## src/rtl/frame_buffer_arbiter_if.sv

```systemverilog
// Frame buffer arbiter bus: display fetch, draw writes and memory port.
// Optional DRAW_CLIP_EN only changes how the arbiter drives wr_clip.
interface frame_buffer_arbiter_if #(
    parameter int DATA_WIDTH    = 16,
    parameter int ADDR_WIDTH    = 19,
    parameter int WR_FIFO_DEPTH = 4
);
    localparam int LEVEL_WIDTH = $clog2(WR_FIFO_DEPTH + 1);

    logic                   disp_req;
    logic [15:0]            disp_x;
    logic [15:0]            disp_y;
    logic                   disp_valid;
    logic [DATA_WIDTH-1:0]  disp_data;
    logic                   wr_valid;
    logic                   wr_ready;
    logic [15:0]            wr_x;
    logic [15:0]            wr_y;
    logic [DATA_WIDTH-1:0]  wr_data;
    logic [LEVEL_WIDTH-1:0] fifo_level;
    logic                   wr_clip;
    logic [ADDR_WIDTH-1:0]  mem_addr;
    logic                   mem_we;
    logic [DATA_WIDTH-1:0]  mem_wdata;
    logic [DATA_WIDTH-1:0]  mem_rdata;

    modport master (
        output disp_req, disp_x, disp_y,
        input  disp_valid, disp_data,
        output wr_valid, wr_x, wr_y, wr_data,
        input  wr_ready, fifo_level, wr_clip,
        input  mem_addr, mem_we, mem_wdata,
        output mem_rdata
    );

    modport slave (
        input  disp_req, disp_x, disp_y,
        output disp_valid, disp_data,
        input  wr_valid, wr_x, wr_y, wr_data,
        output wr_ready, fifo_level, wr_clip,
        output mem_addr, mem_we, mem_wdata,
        input  mem_rdata
    );
endinterface

```

## src/rtl/frame_buffer_arbiter.sv

```systemverilog
// Single-port frame buffer arbiter: display fetch wins, draw writes queue.
// Define DRAW_CLIP_EN to drop off-screen writes and pulse wr_clip.
module frame_buffer_arbiter #(
    parameter int SCREEN_WIDTH  = 800,
    parameter int SCREEN_HEIGHT = 480,
    parameter int DATA_WIDTH    = 16,
    parameter int ADDR_WIDTH    = 19,
    parameter int WR_FIFO_DEPTH = 4,
    parameter int MEM_LATENCY   = 1
) (
    input logic clock,
    input logic reset_n,
    frame_buffer_arbiter_if.slave bus
);
    localparam int LW   = $clog2(WR_FIFO_DEPTH + 1);
    localparam int PW   = $clog2(WR_FIFO_DEPTH);
    localparam int PIPE = 1 + MEM_LATENCY;

    function automatic logic [ADDR_WIDTH-1:0] to_addr(
        input logic [15:0] x,
        input logic [15:0] y
    );
        return ADDR_WIDTH'({16'd0, y} * 32'(SCREEN_WIDTH)
                           + {16'd0, x});
    endfunction

    logic [ADDR_WIDTH-1:0] fifo_addr [WR_FIFO_DEPTH];
    logic [DATA_WIDTH-1:0] fifo_data [WR_FIFO_DEPTH];
    logic [PW-1:0]         wr_ptr;
    logic [PW-1:0]         rd_ptr;
    logic [LW-1:0]         level;
    logic [PIPE-1:0]       rd_vld;
    logic [PIPE-1:0]       rd_inr;

    logic disp_in_range;
    logic disp_win;
    logic accept;
    logic push;
    logic pop;

    assign disp_in_range = (bus.disp_x < 16'(SCREEN_WIDTH))
                        && (bus.disp_y < 16'(SCREEN_HEIGHT));
    assign disp_win = bus.disp_req && disp_in_range;
    assign pop      = !disp_win && (level != '0);

    assign bus.wr_ready   = (level != LW'(WR_FIFO_DEPTH));
    assign bus.fifo_level = level;
    assign accept         = bus.wr_valid && bus.wr_ready;

`ifdef DRAW_CLIP_EN
    logic wr_off;
    logic clip_q;

    assign wr_off = (bus.wr_x >= 16'(SCREEN_WIDTH))
                 || (bus.wr_y >= 16'(SCREEN_HEIGHT));
    assign push   = accept && !wr_off;

    always_ff @(posedge clock or negedge reset_n) begin
        if (!reset_n) clip_q <= 1'b0;
        else          clip_q <= accept && wr_off;
    end

    assign bus.wr_clip = clip_q;
`else
    assign push        = accept;
    assign bus.wr_clip = 1'b0;
`endif

    // Storage needs no reset; validity is tracked by level and pointers.
    always_ff @(posedge clock) begin
        if (push) begin
            fifo_addr[wr_ptr] <= to_addr(bus.wr_x, bus.wr_y);
            fifo_data[wr_ptr] <= bus.wr_data;
        end
    end

    always_ff @(posedge clock or negedge reset_n) begin
        if (!reset_n) begin
            wr_ptr <= '0;
            rd_ptr <= '0;
            level  <= '0;
        end else begin
            if (push) wr_ptr <= wr_ptr + 1'b1;
            if (pop)  rd_ptr <= rd_ptr + 1'b1;
            level <= level + LW'(push) - LW'(pop);
        end
    end

    always_ff @(posedge clock or negedge reset_n) begin
        if (!reset_n) begin
            bus.mem_addr  <= '0;
            bus.mem_we    <= 1'b0;
            bus.mem_wdata <= '0;
        end else if (disp_win) begin
            bus.mem_addr  <= to_addr(bus.disp_x, bus.disp_y);
            bus.mem_we    <= 1'b0;
        end else if (pop) begin
            bus.mem_addr  <= fifo_addr[rd_ptr];
            bus.mem_wdata <= fifo_data[rd_ptr];
            bus.mem_we    <= 1'b1;
        end else begin
            bus.mem_we    <= 1'b0;
        end
    end

    // Tail of the pipe lines up with mem_rdata for the matching fetch.
    always_ff @(posedge clock or negedge reset_n) begin
        if (!reset_n) begin
            rd_vld <= '0;
            rd_inr <= '0;
        end else begin
            rd_vld <= {rd_vld[PIPE-2:0], bus.disp_req};
            rd_inr <= {rd_inr[PIPE-2:0], disp_win};
        end
    end

    assign bus.disp_valid = rd_vld[PIPE-1];
    assign bus.disp_data  = (rd_vld[PIPE-1] && rd_inr[PIPE-1])
                          ? bus.mem_rdata : '0;
endmodule

```

## src/flat_wrapper.sv

```systemverilog
// flat-port wrapper written by rule: the top's interface ports become plain ports
module frame_buffer_arbiter_flat 
#(
    parameter int SCREEN_WIDTH  = 800,
    parameter int SCREEN_HEIGHT = 480,
    parameter int DATA_WIDTH    = 16,
    parameter int ADDR_WIDTH    = 19,
    parameter int WR_FIFO_DEPTH = 4,
    parameter int MEM_LATENCY   = 1
)
  (clock, reset_n, bus_disp_req, bus_disp_x, bus_disp_y, bus_disp_valid, bus_disp_data, bus_wr_valid, bus_wr_x, bus_wr_y, bus_wr_data, bus_wr_ready, bus_fifo_level, bus_wr_clip, bus_mem_addr, bus_mem_we, bus_mem_wdata, bus_mem_rdata);
  frame_buffer_arbiter_if #(.DATA_WIDTH(DATA_WIDTH), .ADDR_WIDTH(ADDR_WIDTH), .WR_FIFO_DEPTH(WR_FIFO_DEPTH)) bus_i ();
  input logic clock;
  input logic reset_n;
  input wire logic [$bits(bus_i.disp_req)-1:0] bus_disp_req;
  input wire logic [$bits(bus_i.disp_x)-1:0] bus_disp_x;
  input wire logic [$bits(bus_i.disp_y)-1:0] bus_disp_y;
  output wire logic [$bits(bus_i.disp_valid)-1:0] bus_disp_valid;
  output wire logic [$bits(bus_i.disp_data)-1:0] bus_disp_data;
  input wire logic [$bits(bus_i.wr_valid)-1:0] bus_wr_valid;
  input wire logic [$bits(bus_i.wr_x)-1:0] bus_wr_x;
  input wire logic [$bits(bus_i.wr_y)-1:0] bus_wr_y;
  input wire logic [$bits(bus_i.wr_data)-1:0] bus_wr_data;
  output wire logic [$bits(bus_i.wr_ready)-1:0] bus_wr_ready;
  output wire logic [$bits(bus_i.fifo_level)-1:0] bus_fifo_level;
  output wire logic [$bits(bus_i.wr_clip)-1:0] bus_wr_clip;
  output wire logic [$bits(bus_i.mem_addr)-1:0] bus_mem_addr;
  output wire logic [$bits(bus_i.mem_we)-1:0] bus_mem_we;
  output wire logic [$bits(bus_i.mem_wdata)-1:0] bus_mem_wdata;
  input wire logic [$bits(bus_i.mem_rdata)-1:0] bus_mem_rdata;
  assign bus_i.disp_req = bus_disp_req;
  assign bus_i.disp_x = bus_disp_x;
  assign bus_i.disp_y = bus_disp_y;
  assign bus_disp_valid = bus_i.disp_valid;
  assign bus_disp_data = bus_i.disp_data;
  assign bus_i.wr_valid = bus_wr_valid;
  assign bus_i.wr_x = bus_wr_x;
  assign bus_i.wr_y = bus_wr_y;
  assign bus_i.wr_data = bus_wr_data;
  assign bus_wr_ready = bus_i.wr_ready;
  assign bus_fifo_level = bus_i.fifo_level;
  assign bus_wr_clip = bus_i.wr_clip;
  assign bus_mem_addr = bus_i.mem_addr;
  assign bus_mem_we = bus_i.mem_we;
  assign bus_mem_wdata = bus_i.mem_wdata;
  assign bus_i.mem_rdata = bus_mem_rdata;
  frame_buffer_arbiter #(.SCREEN_WIDTH(SCREEN_WIDTH), .SCREEN_HEIGHT(SCREEN_HEIGHT), .DATA_WIDTH(DATA_WIDTH), .ADDR_WIDTH(ADDR_WIDTH), .WR_FIFO_DEPTH(WR_FIFO_DEPTH), .MEM_LATENCY(MEM_LATENCY)) u_core (.clock(clock), .reset_n(reset_n), .bus(bus_i));
endmodule
```

## config.mk

```make
export PLATFORM = sky130hd
export DESIGN_NAME = frame_buffer_arbiter_flat
export DESIGN_NICKNAME = d
export VERILOG_FILES = /design/src/rtl/frame_buffer_arbiter_if.sv /design/src/rtl/frame_buffer_arbiter.sv /design/src/flat_wrapper.sv
export SDC_FILE = /design/constraint.sdc
export NUM_CORES = 1
export LEC_CHECK = 0
export BUFFER_PORTS_ARGS = -buffer_cell sky130_fd_sc_hd__buf_4
export CAP_MARGIN = 10
export CORE_MARGIN = 3
export CORE_UTILIZATION = 50
export CTS_BUF_LIST = sky130_fd_sc_hd__clkbuf_8
export DETAILED_ROUTE_END_ITERATION = 10
export GPL_TIMING_DRIVEN = 0
export MAX_ROUTING_LAYER = met4
export PLACE_DENSITY = 0.7
export SYNTH_ARGS = -nofsm -noshare
export SYNTH_HDL_FRONTEND = slang
export SYNTH_SLANG_ARGS = --single-unit
```

## constraint.sdc

```tcl
create_clock -name clock -period 4.7 [get_ports clock]
set_clock_uncertainty 0.2 [all_clocks]
set_input_delay 0.47 -clock clock [delete_from_list [all_inputs] [get_ports clock]]
set_output_delay 0.47 -clock clock [all_outputs]
set_load 0.02 [all_outputs]
```

== Word level (Yosys, flattened, before mapping) ==
Memory sizes are Yosys's and may differ from the RTL's. A register that Yosys moved wholly into a read port is not among the register bits.
Index checks and enable logic that the tools add are counted.
Storage, ports and cells
  register bits: 31
  RAM bits: 140
  input port bits: 100
  output and inout bits: 58
  logic and storage cells: 38
  memories kept: 2
Memories
  u_core.fifo_addr: words 4, bits a word 19, read ports 1, clocked after memory_dff 0, wr ports 1, RTL line frame_buffer_arbiter.sv:27  | logic [ADDR_WIDTH-1:0] fifo_addr [WR_FIFO_DEPTH];
  u_core.fifo_data: words 4, bits a word 16, read ports 1, clocked after memory_dff 1, wr ports 1, RTL line frame_buffer_arbiter.sv:28  | logic [DATA_WIDTH-1:0] fifo_data [WR_FIFO_DEPTH];
Cells by class
  $add $sub $neg: 6
  $mul: 2
  $lt $le $gt $ge: 2
  equal/unequal tests: 1
  muxes and demuxes: 7
  bitwise operators: 1
  reductions and logical operators: 10
Operators with widths (number)
  19-bit by 16-bit adder with 19-bit output: 2
  19-bit two-way mux: 2
  16-bit by 5-bit multiplier with 14-bit output, second input constant: 2
  16-bit by 10-bit < comparator with 1-bit output, second input constant: 1
  16-bit by 9-bit < comparator with 1-bit output, second input constant: 1
  16-bit two-way mux: 1
  1-bit logical AND: 5
  2-bit by 1-bit adder with 2-bit output, second input constant: 2
  1-bit two-way mux: 4
  3-bit by 1-bit adder with 3-bit output: 1
  3-bit != test, second input constant: 1
  3-bit nonzero test: 1
  3-bit by 1-bit subtractor with 3-bit output: 1
  1-bit zero test: 2
  2-bit AND reduction: 1
  2-bit nonzero test: 1
  1-bit NOT: 1

== Longest topological paths before layout ==
Gate-level depths: netlist of the first run.
  depth after elaboration: 7
  gate-level depth with buffers: 17
  gate-level depth less buffers: 17

== Worst setup path after synthesis of the first run ==
Ideal clock, no wire load.
  path type: input port to flip-flop
  start point: input port bus_wr_y[2]
  end point: memory u_core.fifo_addr[0][16] (data pin)
  library setup time: 0.282 ns
  arrival: 3.785 ns
  data required time: 4.218 ns
  setup slack: 0.433 ns
  stages: 14
  buffers on the path: 0
  cells stage by stage: ha_1 -> ha_1 -> fa_1 -> ha_1 -> a21oi_1 -> nor2_1 -> or2_2 -> xor2_1 -> ha_1 -> a21oi_1 -> inv_1 -> or3_1 -> o221a_2 -> xor2_1
Between the ends
  longest elaborated chain between the ends: 2
RTL lines
  from (decl): RTL line flat_wrapper.sv:22  | input wire logic [$bits(bus_i.wr_y)-1:0] bus_wr_y;
  16-bit by 5-bit multiplier with 14-bit output: RTL line frame_buffer_arbiter.sv:23  | return ADDR_WIDTH'({16'd0, y} * 32'(SCREEN_WIDTH)
  19-bit by 16-bit adder with 19-bit output: RTL line frame_buffer_arbiter.sv:24  | + {16'd0, x});
  to (decl): RTL line frame_buffer_arbiter.sv:27
Every way passes these cells.

== Final worst setup path of the first run ==
  start point: input port bus_wr_y[2]
  end point: memory u_core.fifo_addr[1][18] (data pin)
The elaborated chain is that of the path after synthesis.

==> reports/metrics.yaml, run 1 <==
status: "finished, final reports clean"
cts.clk_slew.worst_paths_ns: 0.09
via_per_inst: 5.16
dr.pass1.iters: 5
worst_slew_margin_rel_pct: 48.6
cts_setup_buffers: 0
rows: 51
synth_warnings: 0
tns_ns: 0
ys_types: 57
dieArea_sq_um: 21800
clock_latency_ns: 0.45
worst_path_largest_cell_delay_ns: 0.46
arrival_ns: 4.19
path_max_fanout: 6
cts_sinks: 187
cap_violations: 0
grt_pass1_wl_um: 32100
cpMaxStageDelayCell: "fa_1"
antenna_left: 0
grt_max_degree: 48
pwr_density_cell_nw_per_um2: 551
p_leak_nw: 5.23
clockBufferDepth: 2
hold_viol_final: 0
drive_above_1_share_pct: 26.2
grt-ovfl-total: 0
gp_congestion: 0.840
cp_data_required_time_ns: 4.74
post-route-period-util_pct: 88.1
drt_iter0_drc: 276
critPathBufInv: 2
synth_fp_nets: 953
syn_inst: 747
dp_slack_ns: 0.0976
fmax_mhz: 241
drc_errors: 0
place_hpwl_um: 14800
worstSetupEndpointType: "register"
wl_per_cell_um: 15.9
synth_ff_type: "edfxtp_1"
layout_min_cycle_time_ns: 4.14
ys_seq_area_share_pct: 53.7
synth-edff-count: 140
synth.cell_area_sq_um: 10000
rsz0062_at_grt: "no"
max-vdd-ir-drop_v: 0.000207
cp-start-kind: "input port"
syn_to_final_growth_pct: 22.1
mostFrequentLayoutCells: "160 x buf_4, 140 x edfxtp_1, 87 x ha_1"
die_height_um: 148
tightest_slew_ns: 0.765
critical_path.cell_chain: "buf_4 > ha_1 > ha_1 > fa_1 > ha_1 > a21oi_1 > nor2_1 > or2_2 > xor2_1 > ha_1 > a21oi_1 > inv_1 > or3_1 > o221a_2 > nand3_1 > xnor2_1"
grt_pass1_vias: 6534
path_class: "input port to register"
coreArea_sq_um: 19600
vias: 6334
cts_root_buf: "clkbuf_8"
ioPinCount: 158
ys_ff_latch: 187
antenna_cells: 0
initial_core_util_pct: 51.1
p_total_mw: 6.73
cts_buffers: 17
gr-usage-all-layers_pct: 19.0
crit_path_frequent_cell: "ha_1"
mostFrequentLayoutCell: "buf_4"
slew_violations: 0
synth-async-reset-ratio_pct: 25.1
setup_ws_ns: 0.557
cts_tree: "done"
io_buffers: 154
grt_antenna_before_repair: 0
synth_area_per_cell_sq_um: 13.4
critPathTopFamily: "adder cells"
layout.nets: 1155
hold_class: "input port to register"
fp.dieW_um: 148
finalWirelength_um: 19600
cts_max_level: 4
setup_viol: 0
cell type report:
| cell class | count | area, sq um |
|---|---|---|
| well taps | 265 | 332 |
| plain buffers | 20 | 114 |
| multi-input cells | 456 | 4210 |
| clock buffers | 17 | 234 |
| clock inverters | 15 | 154 |
| flip-flops and latches | 187 | 5380 |
| repair buffers | 183 | 1490 |
| inverters | 84 | 318 |
| fillers | 1519 | 7360 |
through the flow:
stage               utilization [%]  area, sq um  cells  hold slack [ns]
floorplan                         -        10000    747          -0.0256
global placement               58.7        11500   1166            0.135
detailed placement             59.2        11600   1170            0.140
CTS                            62.4        12200   1227          0.00289
global route                   62.4        12200   1227           0.0206
finish                         62.4        12200   1227           0.0384
cell usage after synthesis, drive strengths merged (4+ instances only):
cell | count | share of area (%)
nor4 | 4 | 0.25
edfxtp | 140 | 42
xnor2 | 43 | 3.8
nor2 | 21 | 0.79
xor2 | 7 | 0.61
dfrtp | 47 | 12
nand2 | 71 | 2.7
fa | 19 | 3.8
a21oi | 22 | 1.1
nor2b | 7 | 0.44
o21ai | 31 | 1.5
inv | 84 | 3.2
a211oi | 8 | 0.70
o21bai | 5 | 0.37
ha | 87 | 11
nor3 | 8 | 0.40
mux4 | 35 | 7.9
mux2i | 15 | 1.5
clkbuf | 6 | 0.22
a21o | 6 | 0.45
o21a | 8 | 0.60
and3 | 21 | 1.3
buf | 14 | 0.91
path summary, 6_finish.rpt:
check | from | to | slack (ns) | depth (start not counted)
worst min register to register | u_core.rd_vld[0] | u_core.rd_vld[1] | 0.16 | 0
worst max register to register | u_core.bus.fifo_level[1] | u_core.bus.fifo_level[2] | 1.49 | 12
min in group asynchronous | reset_n | u_core.bus.mem_wdata[15] | 0.37 | 2
worst max-delay path | bus_wr_y[2] | u_core.fifo_addr[1][18] | 0.56 | 16
worst min-delay path | bus_disp_x[3] | u_core.bus.mem_addr[3] | 0.04 | 3
max in group asynchronous | reset_n | u_core.bus.mem_addr[1] | 3.48 | 2
logic make-up after synthesis:
family	after synthesis	share of synthesized area [%]
DFF	187	53.7
AOI/OAI and AO/OA	102	6.81
other	1	0.0374
and+or+nand+nor	147	6.76
adders and majority gates	106	14.7
buffers and inverters	104	4.31
muxes	50	9.37
xor gates and xnor gates	50	4.37
power by group:
group / internal, mW / leakage, nW / switching (mW)
clock: 0.394 / 0.198 / 0.604
combinational: 1.44 / 3.20 / 1.69
sequential: 2.43 / 1.84 / 0.185
worst reg2reg max path, stage by stage, from the launching register on:
cell,delay (ns)
dfrtp_1,0.46
nor3_1,0.67
or2_1,0.20
buf_4,0.19
inv_4,0.09
buf_6,0.16
ha_1,0.28
inv_1,0.06
ha_1,0.12
inv_1,0.04
fa_1,0.37
xnor2_1,0.15
xnor2_1,0.12
registers in the layout, indices dropped and copies added, names as in the netlist:
name                   count
u_core.bus.mem_we          1
u_core.wr_ptr              2
u_core.rd_inr              2
u_core.fifo_data          64
u_core.bus.mem_wdata      16
u_core.rd_ptr              2
u_core.rd_vld              2
u_core.bus.mem_addr       19
u_core.fifo_addr          76
u_core.bus.fifo_level      3
layer usage:
layer,vias up,share of wire [%],global-route usage [%],wire (um)
li1,3116,-,-,-
met1,3042,43,23.5,8480
met2,158,51,32.9,9940
met3,18,4.7,3.13,918
met4,0,1.1,4.94,208
met5,-,0,-,0
timing repair:
action,CTS,global route
endpoints found under the hold margin,131,0
gates resized for setup,0,0
hold buffers,25,0
Note: power is estimated with default switching activity, not from simulation.
==> run 2: changes to the inputs <==
Settings changed: CORE_ASPECT_RATIO set to 0.75.
==> run 2 against run 1 <==
Effect of this change:
- first-iteration DRC count up 54%
- largest power group unchanged
- total power up 0.98%
- core utilization down 0.33 points
- critical path type unchanged
- wire length up 6.3%
- sequential share of layout area up 0.46 points
==> reports/metrics.yaml, run 2 (synthesized netlist as in run 1, its figures left out) <==
status: "finished, final reports clean"
combPwrFrac_pct: 46.6
dr.pass1.iters: 4
p_total_mw: 6.80
hold_class: "input port to register"
die_height_um: 129
tns_ns: 0
seq_area_sq_um: 5380
setup_ws_ns: 0.433
cts_buffers: 17
use_met1_pct: 29.4
dieArea_sq_um: 21800
multiInputGateArea_sq_um: 4210
tightest_slew_ns: 0.817
fp.dieW_um: 169
swShare_pct: 36.9
nFillCells: 1544
place_hpwl_um: 15700
drt_iter0_drc: 425
arrival_ns: 4.28
mostFrequentLayoutCell: "buf_4"
cts_max_level: 4
cpMaxStageDelayCell: "fa_1"
seqPwrFrac_pct: 38.4
io_buffers: 154
clockBufferDepth: 2
worst_slew_margin_rel_pct: 45.1
wl_per_cell_um: 17.2
gr-usage-all-layers_pct: 20.1
drive_above_1_share_pct: 26.4
largest_reg_flops: 76
path_max_fanout: 6
met2_usage_pct: 30.1
antenna_left: 0
rows: 44
critical_path.cell_chain: "buf_4 > ha_1 > ha_1 > fa_1 > ha_1 > a21oi_1 > nor2_1 > or2_2 > xor2_1 > ha_1 > a21oi_1 > inv_1 > or3_1 > o221a_2 > xor2_1"
mostFrequentLayoutCells: "160 x buf_4, 140 x edfxtp_1, 87 x ha_1"
clock_latency_ns: 0.44
rsz0062_at_grt: "no"
cp-start-kind: "input port"
cts_sinks: 187
antenna_cells: 0
drc_errors: 0
layout_min_cycle_time_ns: 4.27
crit_path_frequent_cell: "ha_1"
finalWirelength_um: 20800
max-vdd-ir-drop_v: 0.000401
cp_data_required_time_ns: 4.72
worstSetupEndpointType: "register"
layout.nets: 1145
pwr_density_cell_nw_per_um2: 562
worst_path_largest_cell_delay_ns: 0.46
gp_congestion: 0.858
grt_use_met3_pct: 3.72
path_class: "input port to register"
hold_viol_final: 0
grt-ovfl-total: 0
post-route-period-util_pct: 90.8
fin_cells: 1205
p_int_mw: 4.29
slew_violations: 0
ioPinCount: 158
grt_pass1_vias: 6213
dp.cells: 1158
cts.clk_slew.worst_paths_ns: 0.10
p_sw_mw: 2.51
grt_pass1_wl_um: 32900
vias: 6365
largest-register: "u_core.fifo_addr"
cts_root_buf: "clkbuf_8"
coreArea_sq_um: 19500
grt.busiest_layer: "met2"
grt_antenna_before_repair: 0
dp_slack_ns: -0.0220
top_regs: "u_core.fifo_addr x76, u_core.fifo_data x64, u_core.bus.mem_addr x19"
grt_max_degree: 48
via_per_inst: 5.28
cts_tree: "done"
p_clk_share_pct: 15.0
initial_core_util_pct: 51.4
cap_violations: 0
cts_resized: 0
setup_viol: 0
p_leak_nw: 5.18
syn_to_final_growth_pct: 20.8
fmax_mhz: 234
[run 2: cell types whose count changed in the layout (fill, tap and decap cells not counted), sizes merged]
cell         before  now
dlygate4sd3      25   15
clkinv            9    7
bufinv            0    1
clkinvlp          0    1
[run 2: stage by stage]
step,utilization [%],area (sq um),hold WS (ns)
after floorplan,-,10000,-0.0256
after global placement,59.0,11500,0.135
after detailed placement,59.4,11600,0.142
after CTS,61.7,12000,0.000419
after global routing,62.1,12100,0.00128
final,62.1,12100,0.0231
[run 2: layout make-up]
cell class / count / area share, %
Buffer: 20 / 0.941
Tap cell: 253 / 2.62
Sequential cell: 187 / 44.5
Multi-Input combinational cell: 456 / 34.8
Inverter: 84 / 2.63
Clock inverter: 15 / 1.17
Clock buffer: 17 / 1.93
Timing Repair Buffer: 173 / 11.5
[run 2: worst paths after layout]
| check | start | to | slack [ns] | cells past startpoint |
|---|---|---|---|---|
| min in group asynchronous | reset_n | u_core.bus.mem_wdata[9] | 0.40 | 2 |
| max in group asynchronous | reset_n | u_core.bus.mem_addr[14] | 3.44 | 2 |
| hold reg to reg | u_core.rd_vld[0] | u_core.rd_vld[1] | 0.17 | 0 |
| setup reg to reg | u_core.bus.fifo_level[1] | u_core.bus.fifo_level[2] | 1.37 | 12 |
| hold / removal | bus_disp_x[2] | u_core.bus.mem_addr[2] | 0.02 | 3 |
| setup / recovery | bus_wr_y[2] | u_core.fifo_addr[1][16] | 0.43 | 15 |
[run 2: repair_timing]
action,in CTS,in global routing
setup buffers,0,0
endpoints found under the hold margin,66,30
hold buffers,7,8
[run 2: power by group through the flow]
stage / clock [mW] / combinational [mW] / sequential, mW
3_5_place_dp: 0 / 3.19 / 2.65
5_1_grt: 1.11 / 3.52 / 2.66
4_1_cts: 1.03 / 3.21 / 2.61
6_report: 1.02 / 3.17 / 2.61
2_1_floorplan: 0 / 2.01 / 2.82
3_3_place_gp: 0 / 3.10 / 2.65
[run 2: critical path, delay by kind of cell]
kind / cells / cell delay [ns]
AND/OR/NAND/NOR: 3 / 0.71
adder cells (fa/ha/maj): 5 / 1.76
AO/OA/AOI/OAI: 3 / 0.65
XOR/XNOR: 2 / 0.49
buffers and inverters: 2 / 0.19
[run 2: layer usage]
layer | share of wire [%] | vias to the layer above
met1 | 49 | 3124
met4 | 0.58 | 0
li1 | - | 3083
met2 | 46 | 149
met3 | 5.0 | 9
met5 | 0 | -
==> run 3: changes to the inputs <==
Settings changed: CORE_UTILIZATION 50 to 64, PLACE_DENSITY 0.7 to 0.87.
==> run 3 against run 2 <==
Effect of this change:
- clock-buffer cell count up 1
- largest cell class unchanged
- clock power is 9% higher
- global-route usage increased by 9.0 points
==> reports/metrics.yaml, run 3 (synthesized netlist as in run 1, its figures left out) <==
r2r_slack_ns: 1.32
grt_use_met3_pct: 6.89
nFillCells: 811
grt.busiest_layer: "met2"
p_clk_share_pct: 15.6
rsz0062_at_grt: "no"
finalInstanceArea_sq_um: 12100
tightest_slew_ns: 0.916
die_height_um: 114
coreArea_sq_um: 14900
crit-reg2reg-capture: "u_core.bus.fifo_level[2]"
io_buffers: 154
tns_ns: 0
cap_violations: 0
slew_violations: 0
gr-usage-all-layers_pct: 29.1
cts.clk_slew.worst_paths_ns: 0.09
ioPinCount: 158
grt-ovfl-total: 0
path_max_fanout: 6
rows: 38
cts_setup_buffers: 0
hold_class: "input port to register"
reg2reg_from: "u_core.bus.fifo_level[1]"
pwr_density_cell_nw_per_um2: 584
grt_pass1_wl_um: 36800
cpMaxStageDelayCell: "fa_1"
rr_worst_depth: 12
layout_min_cycle_time_ns: 4.29
drive_above_1_share_pct: 26.3
top_regs: "u_core.fifo_addr x76, u_core.fifo_data x64, u_core.bus.mem_addr x19"
crit_path_frequent_cell: "ha_1"
cts_max_level: 4
largest-register: "u_core.fifo_addr"
largest_reg_flops: 76
hold_end: "u_core.fifo_data[2][3]"
grt_antenna_before_repair: 0
status: "finished, final reports clean"
post-route-util_pct: 81.5
worst-path-stages: 16
fmax_mhz: 233
min-delay-start: "bus_wr_data[3]"
antenna_left: 0
gp_congestion: 0.923
critical_path.cell_chain: "buf_4 > ha_1 > ha_1 > fa_1 > ha_1 > a21oi_1 > nor2_1 > or2_2 > xor2_1 > ha_1 > a21oi_1 > inv_1 > or3_1 > o221a_2 > nand3_1 > xnor2_1"
finalWirelength_um: 24200
p_int_mw: 4.42
mostFrequentLayoutCell: "buf_4"
clock_latency_ns: 0.45
met2_usage_pct: 46.9
cts_root_buf: "clkbuf_8"
cts_resized: 0
post-route-period-util_pct: 91.2
max-vdd-ir-drop_v: 0.000364
mostFrequentLayoutCells: "160 x buf_4, 140 x edfxtp_1, 87 x ha_1"
setup_viol: 0
worst_path_largest_cell_delay_ns: 0.47
seqPwrFrac_pct: 37.4
clockBufferDepth: 2
swShare_pct: 37.6
cts_sinks: 187
via_per_inst: 5.98
holdBufCountCts: 10
cts_tree: "done"
fp.dieW_um: 150
cp_data_required_time_ns: 4.73
vias: 6920
cts_buffers: 17
layout.nets: 1151
min_path_cells: 1
hold_viol_final: 0
syn_to_final_growth_pct: 21.1
critPathBufInv: 2
wl_per_cell_um: 20.9
grt_pass1_vias: 7026
drt_iter0_drc: 554
use_met1_pct: 37.9
arrival_ns: 4.32
path_class: "input port to register"
antenna_cells: 0
grt_max_degree: 48
critPathTopFamily: "adder cells"
p_leak_nw: 5.23
place_area_sq_um: 11500
worstSetupEndpointType: "register"
cp-start-kind: "input port"
dieArea_sq_um: 17200
dr.pass1.iters: 5
p_sw_mw: 2.66
place_hpwl_um: 17500
drc_errors: 0
combPwrFrac_pct: 47.0
worst_slew_margin_rel_pct: 38.5
initial_core_util_pct: 67.3
crit_start: "bus_wr_y[2]"
## run 3: cell count changes in the layout (fill, tap and decap cells not counted)
cell           before  now
inv_4               1    4
bufinv_16           1    3
clkinv_4            4    3
clkinvlp_4          1    0
clkbuf_8           17   18
inv_8               3    0
dlygate4sd3_1      15   21
clkinv_1            1    0
## run 3: per-stage QoR
step                      hold WS [ns]  total power, mW  worst slack, ns  std cells
after floorplan                -0.0256             4.82            0.433        747
after global placement           0.133             5.66            0.113       1101
after detailed placement         0.135             5.92          -0.0131       1105
after CTS                     0.000271             7.05            0.453       1147
after global routing          0.000212             7.47            0.273       1158
final                           0.0258             7.09            0.413       1158
## run 3: how the worst max path moves through the flow
stage / end / slack [ns]
4_1_cts: u_core.fifo_addr[3][18] / 0.45
6_report: u_core.fifo_addr[3][18] / 0.41
2_1_floorplan: u_core.fifo_addr[0][16] / 0.43
5_1_grt: u_core.fifo_addr[3][18] / 0.27
3_5_place_dp: u_core.fifo_addr[3][18] / -0.01
3_3_place_gp: u_core.fifo_addr[0][18] / 0.11
## run 3: power by group through the flow
stage	Clock [mW]	Sequential [mW]	Combinational [mW]
global placement	0	2.64	3.03
finish	1.11	2.65	3.33
global route	1.18	2.68	3.61
CTS	1.11	2.63	3.30
detailed placement	0	2.66	3.26
floorplan	0	2.82	2.01
## run 3: final cells by class
class	instances	area, sq um	area share [%]
inverter	84	318	2.62
clock inverter	14	166	1.37
multi-input combinational	456	4210	34.7
timing repair buffer	179	1450	11.9
tap	200	250	2.06
sequential	187	5380	44.3
buffer	20	114	0.938
clock buffer	18	248	2.04
## run 3: routing by layer
metal	part of all wire (%)	wire, um
met2	50	12000
met4	2.3	558
met5	0	0
met3	9.0	2180
met1	39	9450
